==> config.mk <==
export PLATFORM = sky130hd
export DESIGN_NAME = addr_sequencer_flat
export DESIGN_NICKNAME = d
export VERILOG_FILES = /design/src/rtl/addr_sequencer_pkg.sv /design/src/rtl/addr_sequencer_if.sv /design/src/rtl/addr_sequencer.sv /design/src/flat_wrapper.sv
export SDC_FILE = /design/constraint.sdc
export NUM_CORES = 1
export LEC_CHECK = 0
export ABC_AREA = 1
export BUFFER_PORTS_ARGS = -buffer_cell sky130_fd_sc_hd__buf_2
export CORE_ASPECT_RATIO = 1.1
export CORE_UTILIZATION = 50
export CTS_CLUSTER_SIZE = 28
export DETAILED_ROUTE_END_ITERATION = 12
export MAX_ROUTING_LAYER = met4
export PLACE_DENSITY = 0.8
export SLEW_MARGIN = 40
export SYNTH_ARGS = -nofsm -noshare
export SYNTH_HDL_FRONTEND = slang
export SYNTH_SLANG_ARGS = --single-unit
==> constraint.sdc <==
create_clock -name pll_clock -period 3.4 [get_ports pll_clock]
set_clock_uncertainty 0.1 [all_clocks]
set_input_delay 0.51 -clock pll_clock [delete_from_list [all_inputs] [get_ports pll_clock]]
set_output_delay 0.51 -clock pll_clock [all_outputs]
set_load 0.01 [all_outputs]
==> src/rtl/addr_sequencer_pkg.sv <==
// Shared types and constants for the test-memory address sequencer.
package addr_sequencer_pkg;

  localparam int DRAIN_CNT_W = 4;

  typedef enum logic [1:0] {
    ST_IDLE  = 2'd0,
    ST_RUN   = 2'd1,
    ST_DRAIN = 2'd2
  } seq_state_e;

endpackage

==> src/rtl/addr_sequencer_if.sv <==
// Command/status bundle between the HPS-side controller and the address sequencer.
interface addr_sequencer_if #(
  parameter int ADDR_WIDTH = 11
) ();

  logic                  start;
  logic                  abort;
  logic [ADDR_WIDTH:0]   length;
  logic [ADDR_WIDTH-1:0] addr_out;
  logic                  e_out;
  logic                  busy;
  logic                  done;

  modport master (
    output start, abort, length,
    input  addr_out, e_out, busy, done
  );

  modport slave (
    input  start, abort, length,
    output addr_out, e_out, busy, done
  );

endinterface

==> src/rtl/addr_sequencer.sv <==
// Emits word addresses 0..len-1 with one enable per cycle, waits a drain time,
// then raises a sticky done flag. All outputs are registered.
//
// state    | meaning
// ST_IDLE  | waiting for start; done holds the result of the last run
// ST_RUN   | one strobe per cycle, addr_out counting up to len-1
// ST_DRAIN | strobes finished, waiting for the delay stage to retire
module addr_sequencer
  import addr_sequencer_pkg::*;
#(
  parameter int ADDR_WIDTH   = 11,
  parameter int DRAIN_CYCLES = 2
) (
  input logic              pll_clock,
  input logic              reset_n,
  addr_sequencer_if.slave  bus
);

  localparam logic [DRAIN_CNT_W-1:0] DRAIN_LOAD = DRAIN_CNT_W'(DRAIN_CYCLES);

  seq_state_e              state_q, state_d;
  logic [ADDR_WIDTH-1:0]   addr_q, addr_d;
  logic [ADDR_WIDTH-1:0]   last_q, last_d;
  logic [DRAIN_CNT_W-1:0]  drain_q, drain_d;
  logic                    e_q, e_d;
  logic                    busy_q, busy_d;
  logic                    done_q, done_d;

  always_comb begin
    state_d = state_q;
    addr_d  = addr_q;
    last_d  = last_q;
    drain_d = drain_q;
    e_d     = e_q;
    busy_d  = busy_q;
    done_d  = done_q;

    case (state_q)
      ST_IDLE: begin
        e_d    = 1'b0;
        busy_d = 1'b0;
        if (bus.start && !bus.abort) begin
          if (bus.length == '0) begin
            done_d = 1'b1;
          end else begin
            done_d  = 1'b0;
            // Lengths at or beyond the address space clamp to the full space.
            last_d  = bus.length[ADDR_WIDTH] ? '1
                                             : bus.length[ADDR_WIDTH-1:0] - ADDR_WIDTH'(1);
            addr_d  = '0;
            e_d     = 1'b1;
            busy_d  = 1'b1;
            state_d = ST_RUN;
          end
        end
      end

      ST_RUN: begin
        if (bus.abort) begin
          e_d     = 1'b0;
          busy_d  = 1'b0;
          state_d = ST_IDLE;
        end else if (addr_q == last_q) begin
          e_d = 1'b0;
          if (DRAIN_CYCLES == 0) begin
            busy_d  = 1'b0;
            done_d  = 1'b1;
            state_d = ST_IDLE;
          end else begin
            drain_d = DRAIN_LOAD;
            state_d = ST_DRAIN;
          end
        end else begin
          addr_d = addr_q + ADDR_WIDTH'(1);
        end
      end

      ST_DRAIN: begin
        drain_d = drain_q - DRAIN_CNT_W'(1);
        if (bus.abort) begin
          busy_d  = 1'b0;
          state_d = ST_IDLE;
        end else if (drain_q <= DRAIN_CNT_W'(1)) begin
          busy_d  = 1'b0;
          done_d  = 1'b1;
          state_d = ST_IDLE;
        end
      end

      default: begin
        e_d     = 1'b0;
        busy_d  = 1'b0;
        state_d = ST_IDLE;
      end
    endcase
  end

  always_ff @(posedge pll_clock) begin
    if (!reset_n) begin
      state_q <= ST_IDLE;
      addr_q  <= '0;
      last_q  <= '0;
      drain_q <= '0;
      e_q     <= 1'b0;
      busy_q  <= 1'b0;
      done_q  <= 1'b0;
    end else begin
      state_q <= state_d;
      addr_q  <= addr_d;
      last_q  <= last_d;
      drain_q <= drain_d;
      e_q     <= e_d;
      busy_q  <= busy_d;
      done_q  <= done_d;
    end
  end

  assign bus.addr_out = addr_q;
  assign bus.e_out    = e_q;
  assign bus.busy     = busy_q;
  assign bus.done     = done_q;

endmodule

==> src/flat_wrapper.sv <==
// flat-port wrapper written by rule: the top's interface ports become plain ports
module addr_sequencer_flat import addr_sequencer_pkg::*;
#(
  parameter int ADDR_WIDTH   = 11,
  parameter int DRAIN_CYCLES = 2
)
  (pll_clock, reset_n, bus_start, bus_abort, bus_length, bus_addr_out, bus_e_out, bus_busy, bus_done);
  addr_sequencer_if #(.ADDR_WIDTH(ADDR_WIDTH)) bus_i ();
  input logic pll_clock;
  input logic reset_n;
  input wire logic [$bits(bus_i.start)-1:0] bus_start;
  input wire logic [$bits(bus_i.abort)-1:0] bus_abort;
  input wire logic [$bits(bus_i.length)-1:0] bus_length;
  output wire logic [$bits(bus_i.addr_out)-1:0] bus_addr_out;
  output wire logic [$bits(bus_i.e_out)-1:0] bus_e_out;
  output wire logic [$bits(bus_i.busy)-1:0] bus_busy;
  output wire logic [$bits(bus_i.done)-1:0] bus_done;
  assign bus_i.start = bus_start;
  assign bus_i.abort = bus_abort;
  assign bus_i.length = bus_length;
  assign bus_addr_out = bus_i.addr_out;
  assign bus_e_out = bus_i.e_out;
  assign bus_busy = bus_i.busy;
  assign bus_done = bus_i.done;
  addr_sequencer #(.ADDR_WIDTH(ADDR_WIDTH), .DRAIN_CYCLES(DRAIN_CYCLES)) u_core (.pll_clock(pll_clock), .reset_n(reset_n), .bus(bus_i));
endmodule
==> run_summary.xml <==
<?xml version="1.0" encoding="UTF-8"?>
<metrics>
  <group name="die">
    <metric name="horiz_die_dim" unit="µm">63.1</metric>
    <metric name="design.die.area" unit="µm²">4360</metric>
    <metric name="placeableCoreArea" unit="µm²">3930</metric>
    <metric name="fp.dieH" unit="µm">69.2</metric>
    <metric name="placement_rows" unit="">24</metric>
    <metric name="num_io_pins" unit="">30</metric>
    <metric name="initial_util" unit="%">52.1</metric>
  </group>
  <group name="power_and_ir_drop">
    <metric name="leakagePower" unit="µW">0.00104</metric>
    <metric name="vdd_ir_drop_max" unit="µV">297</metric>
    <metric name="pwr_density_cell" unit="nW/µm²">376</metric>
  </group>
  <group name="global_route">
    <metric name="grt_antenna_before_repair" unit="">0</metric>
    <metric name="largest_net_degree_at_the_start_of_global_routing" unit="">25</metric>
    <metric name="global_route.overflow_total" unit="">0</metric>
    <metric name="via_count_of_the_first_global_routing_pass" unit="">1846</metric>
    <metric name="grt_first_pass_wirelength" unit="µm">7850</metric>
    <metric name="gr-usage-all-layers" unit="%">23.6</metric>
  </group>
  <group name="sta">
    <metric name="report.final.hold_viol_count" unit="">0</metric>
    <metric name="grt_setup_unrepaired" unit="">false</metric>
    <metric name="final.period_utilization" unit="%">61.7</metric>
    <metric name="worstMarginPinSlew" unit="ps">623</metric>
    <metric name="final-setup-viol-count" unit="">0</metric>
    <metric name="post-route-min-period" unit="ps">2100</metric>
    <metric name="max_clock_freq" unit="GHz">0.477</metric>
    <metric name="setup-tns-final" unit="ps">0</metric>
    <metric name="smallest_setup_slack_after_layout" unit="ps">1300</metric>
    <metric name="final_max_slew_viols" unit="">0</metric>
    <metric name="timing.slew.headroom" unit="%">58.4</metric>
  </group>
  <group name="worst_hold_path">
    <metric name="hp-class" unit="">in2reg</metric>
  </group>
  <group name="setup_path">
    <metric name="critical-path-top-cell-by-count" unit="">nand2_1</metric>
    <metric name="path_max_fanout" unit="">11</metric>
    <metric name="critical_path.endpoint_type" unit="">flop</metric>
    <metric name="cpMaxStageDelayCell" unit="">dfxtp_1</metric>
    <metric name="critical_path_arrival" unit="ps">2230</metric>
    <metric name="timing.critical_path.max_delay_family" unit="">simple AND/OR/NAND/NOR gates</metric>
    <metric name="crit_path_cell_trace" unit="">inv_1 -&gt; nand2_1 -&gt; nand2_1 -&gt; nor2_1 -&gt; nand2_1 -&gt; nor2_1 -&gt; nand3_1 -&gt; nand3_1 -&gt; nand2_1 -&gt; nor2_1</metric>
    <metric name="cp_slowest_stage_delay" unit="ps">500</metric>
    <metric name="crit_required" unit="ps">3530</metric>
    <metric name="path_class" unit="">reg2reg</metric>
    <metric name="crit_buf_inv" unit="">1</metric>
    <metric name="timing.critical_path.from_type" unit="">flop</metric>
  </group>
  <group name="clocking">
    <metric name="cts-root-buf" unit="">clkbuf_8</metric>
    <metric name="ctsResizeCount" unit="">0</metric>
    <metric name="clock_tree.buffer_depth" unit="">2</metric>
    <metric name="cts_made_buffers" unit="">5</metric>
    <metric name="numClockSinks" unit="">31</metric>
    <metric name="cts_hold_buf" unit="">0</metric>
    <metric name="cts_htree_levels" unit="">2</metric>
    <metric name="clock_latency_at_the_later_pin_of_the_worst_skew_pair" unit="ps">290</metric>
    <metric name="cts.clk_slew.worst_paths" unit="ps">70</metric>
    <metric name="tritoncts" unit="">done</metric>
    <metric name="cts.repair_timing.setup_buffer_count" unit="">0</metric>
  </group>
  <group name="route">
    <metric name="ant_nets" unit="">0</metric>
    <metric name="avgRoutedWirePerCell" unit="µm">12.0</metric>
    <metric name="vias" unit="">2040</metric>
    <metric name="initialDrtViolationCount" unit="">94</metric>
    <metric name="avgViaCountPerCell" unit="">5.16</metric>
    <metric name="wl" unit="µm">4730</metric>
    <metric name="detailedRoute.firstPassIterationCount" unit="">4</metric>
    <metric name="post-route-drc-count" unit="">0</metric>
  </group>
  <group name="finish">
    <metric name="multi_input_combinational_cell_area" unit="µm²">1200</metric>
    <metric name="finish.net_count" unit="">363</metric>
    <metric name="n_antenna_cell" unit="">0</metric>
    <metric name="flow.area_growth_from_synthesis" unit="%">10.6</metric>
    <metric name="final_layout_size_suffix_gt1_share" unit="%">18.4</metric>
    <metric name="area.sequential" unit="µm²">621</metric>
    <metric name="design_area_final" unit="µm²">2270</metric>
    <metric name="fillCellCount" unit="">399</metric>
  </group>
  <group name="placed_design">
    <metric name="place_worst_setup_slack" unit="ps">1260</metric>
    <metric name="place_hpwl" unit="µm">3500</metric>
    <metric name="placed_cell_area" unit="µm²">2190</metric>
    <metric name="place_congestion" unit="">0.938</metric>
    <metric name="buffer_ports.inserted" unit="">29</metric>
  </group>
  <group name="synth">
    <metric name="synthesis.area" unit="µm²">2050</metric>
    <metric name="yosysWarningCount" unit="">0</metric>
    <metric name="syn-instance-count" unit="">316</metric>
    <metric name="netlist_top_cells_area" unit="">dfxtp_1 (30%), nand2_1 (14%), nand3_1 (8.3%), nor2_1 (7.1%), inv_1 (6.2%)</metric>
    <metric name="ys_seq_elements" unit="">31</metric>
    <metric name="synthDistinctLibCells" unit="">30</metric>
    <metric name="mean_cell_area_of_the_mapped_netlist" unit="µm²">6.49</metric>
    <metric name="mappedNetlistNets" unit="">337</metric>
    <metric name="yosysSeqAreaShare" unit="%">30.3</metric>
    <metric name="synth_largest_area_cell" unit="">dfxtp_1</metric>
    <metric name="synth_top_area_share" unit="%">30.3</metric>
  </group>
  <group name="run">
    <metric name="cap_violations" unit="">0</metric>
  </group>
  <group name="outcome">
    <metric name="run_status" unit="">finished, final reports clean</metric>
  </group>
</metrics>
-- layout make-up --
class                           count  share of cell area, %
Tap cell                           52                   2.87
Multi-Input combinational cell    235                   53.1
Clock inverter                      1                  0.221
Sequential cell                    31                   27.4
Timing Repair Buffer               29                   6.40
Inverter                           40                   6.62
Clock buffer                        7                   3.37
-- through the flow --
stage	power, µW	hold WS [ps]	util (%)	cells
floorplan	530	377	-	316
global placement	567	360	55.6	387
detailed placement	571	355	55.6	387
CTS	857	321	57.6	395
global route	899	346	57.6	395
finish	852	324	57.6	395
-- worst reg2reg max path: cells and delay by family, from the launching register on --
family / cells / cell delay [ps]
simple gates: 9 / 1300
flops: 1 / 500
buf+inv: 1 / 140
-- kinds of logic after synthesis --
logic type                 share of synthesized area [%]
DFF                                                 30.3
and+or+nand+nor                                     40.1
adders and majority gates                           3.05
AOI/OAI and AO/OA                                   11.8
xor gates and xnor gates                            3.84
buffers and inverters                               11.0
-- Yosys cell counts (all sizes together) --
master and count:
buf 9, clkbuf 1, nor3 5, a211oi 1, dfxtp 31, xor2 1, a31oi 4, nor2 43
o31ai 1, or2 3, o211ai 1, a21oi 15, ha 5, nand2 78, o21ai 20, nand3 43
a31o 1, nand4 5, inv 40, xnor2 8, nand3b 1
-- worst paths after layout --
check,from,endpoint,slack [ps],cells past startpoint
min,bus_length[0],u_core.last_q[0],320,2
max,u_core.bus.addr_out[5],u_core.bus.addr_out[9],1300,10
min reg2reg,u_core.bus.done,u_core.bus.done,370,2
max reg2reg,u_core.bus.addr_out[5],u_core.bus.addr_out[9],1300,10
-- flip-flops by register name, indices dropped and copies added (netlist names) --
register / cells
u_core.last_q: 11
u_core.bus.addr_out: 11
u_core.bus.busy: 1
u_core.bus.done: 1
u_core.drain_q: 4
u_core.bus.e_out: 1
u_core.state_q: 2
-- power breakdown --
part           internal [µW]  leakage (µW)  switching, µW
Combinational           60.0      0.000744           94.0
Sequential               384      0.000254           26.3
Clock                    144     0.0000422            144
-- placed cells by master, fill, tap and decap left out, drive strengths merged --
cell type and n:
a211oi 1, a21oi 15, a31o 1, a31oi 4, buf 29, clkbuf 7, clkinv 1, dfxtp 31
ha 5, inv 40, nand2 78, nand3 43, nand3b 1, nand4 5, nor2 43, nor3 5
o211ai 1, o21ai 20, o31ai 1, or2 3, xnor2 8, xor2 1
-- layer usage --
layer / global-route usage, % / part of all wire (%) / vias to the layer above
li1: - / - / 1072
met1: 27.3 / 45 / 918
met2: 39.7 / 50 / 46
met3: 5.10 / 3.8 / 4
met4: 8.79 / 1.1 / 0
met5: - / 0 / -
(Power assumes the default switching activity.)
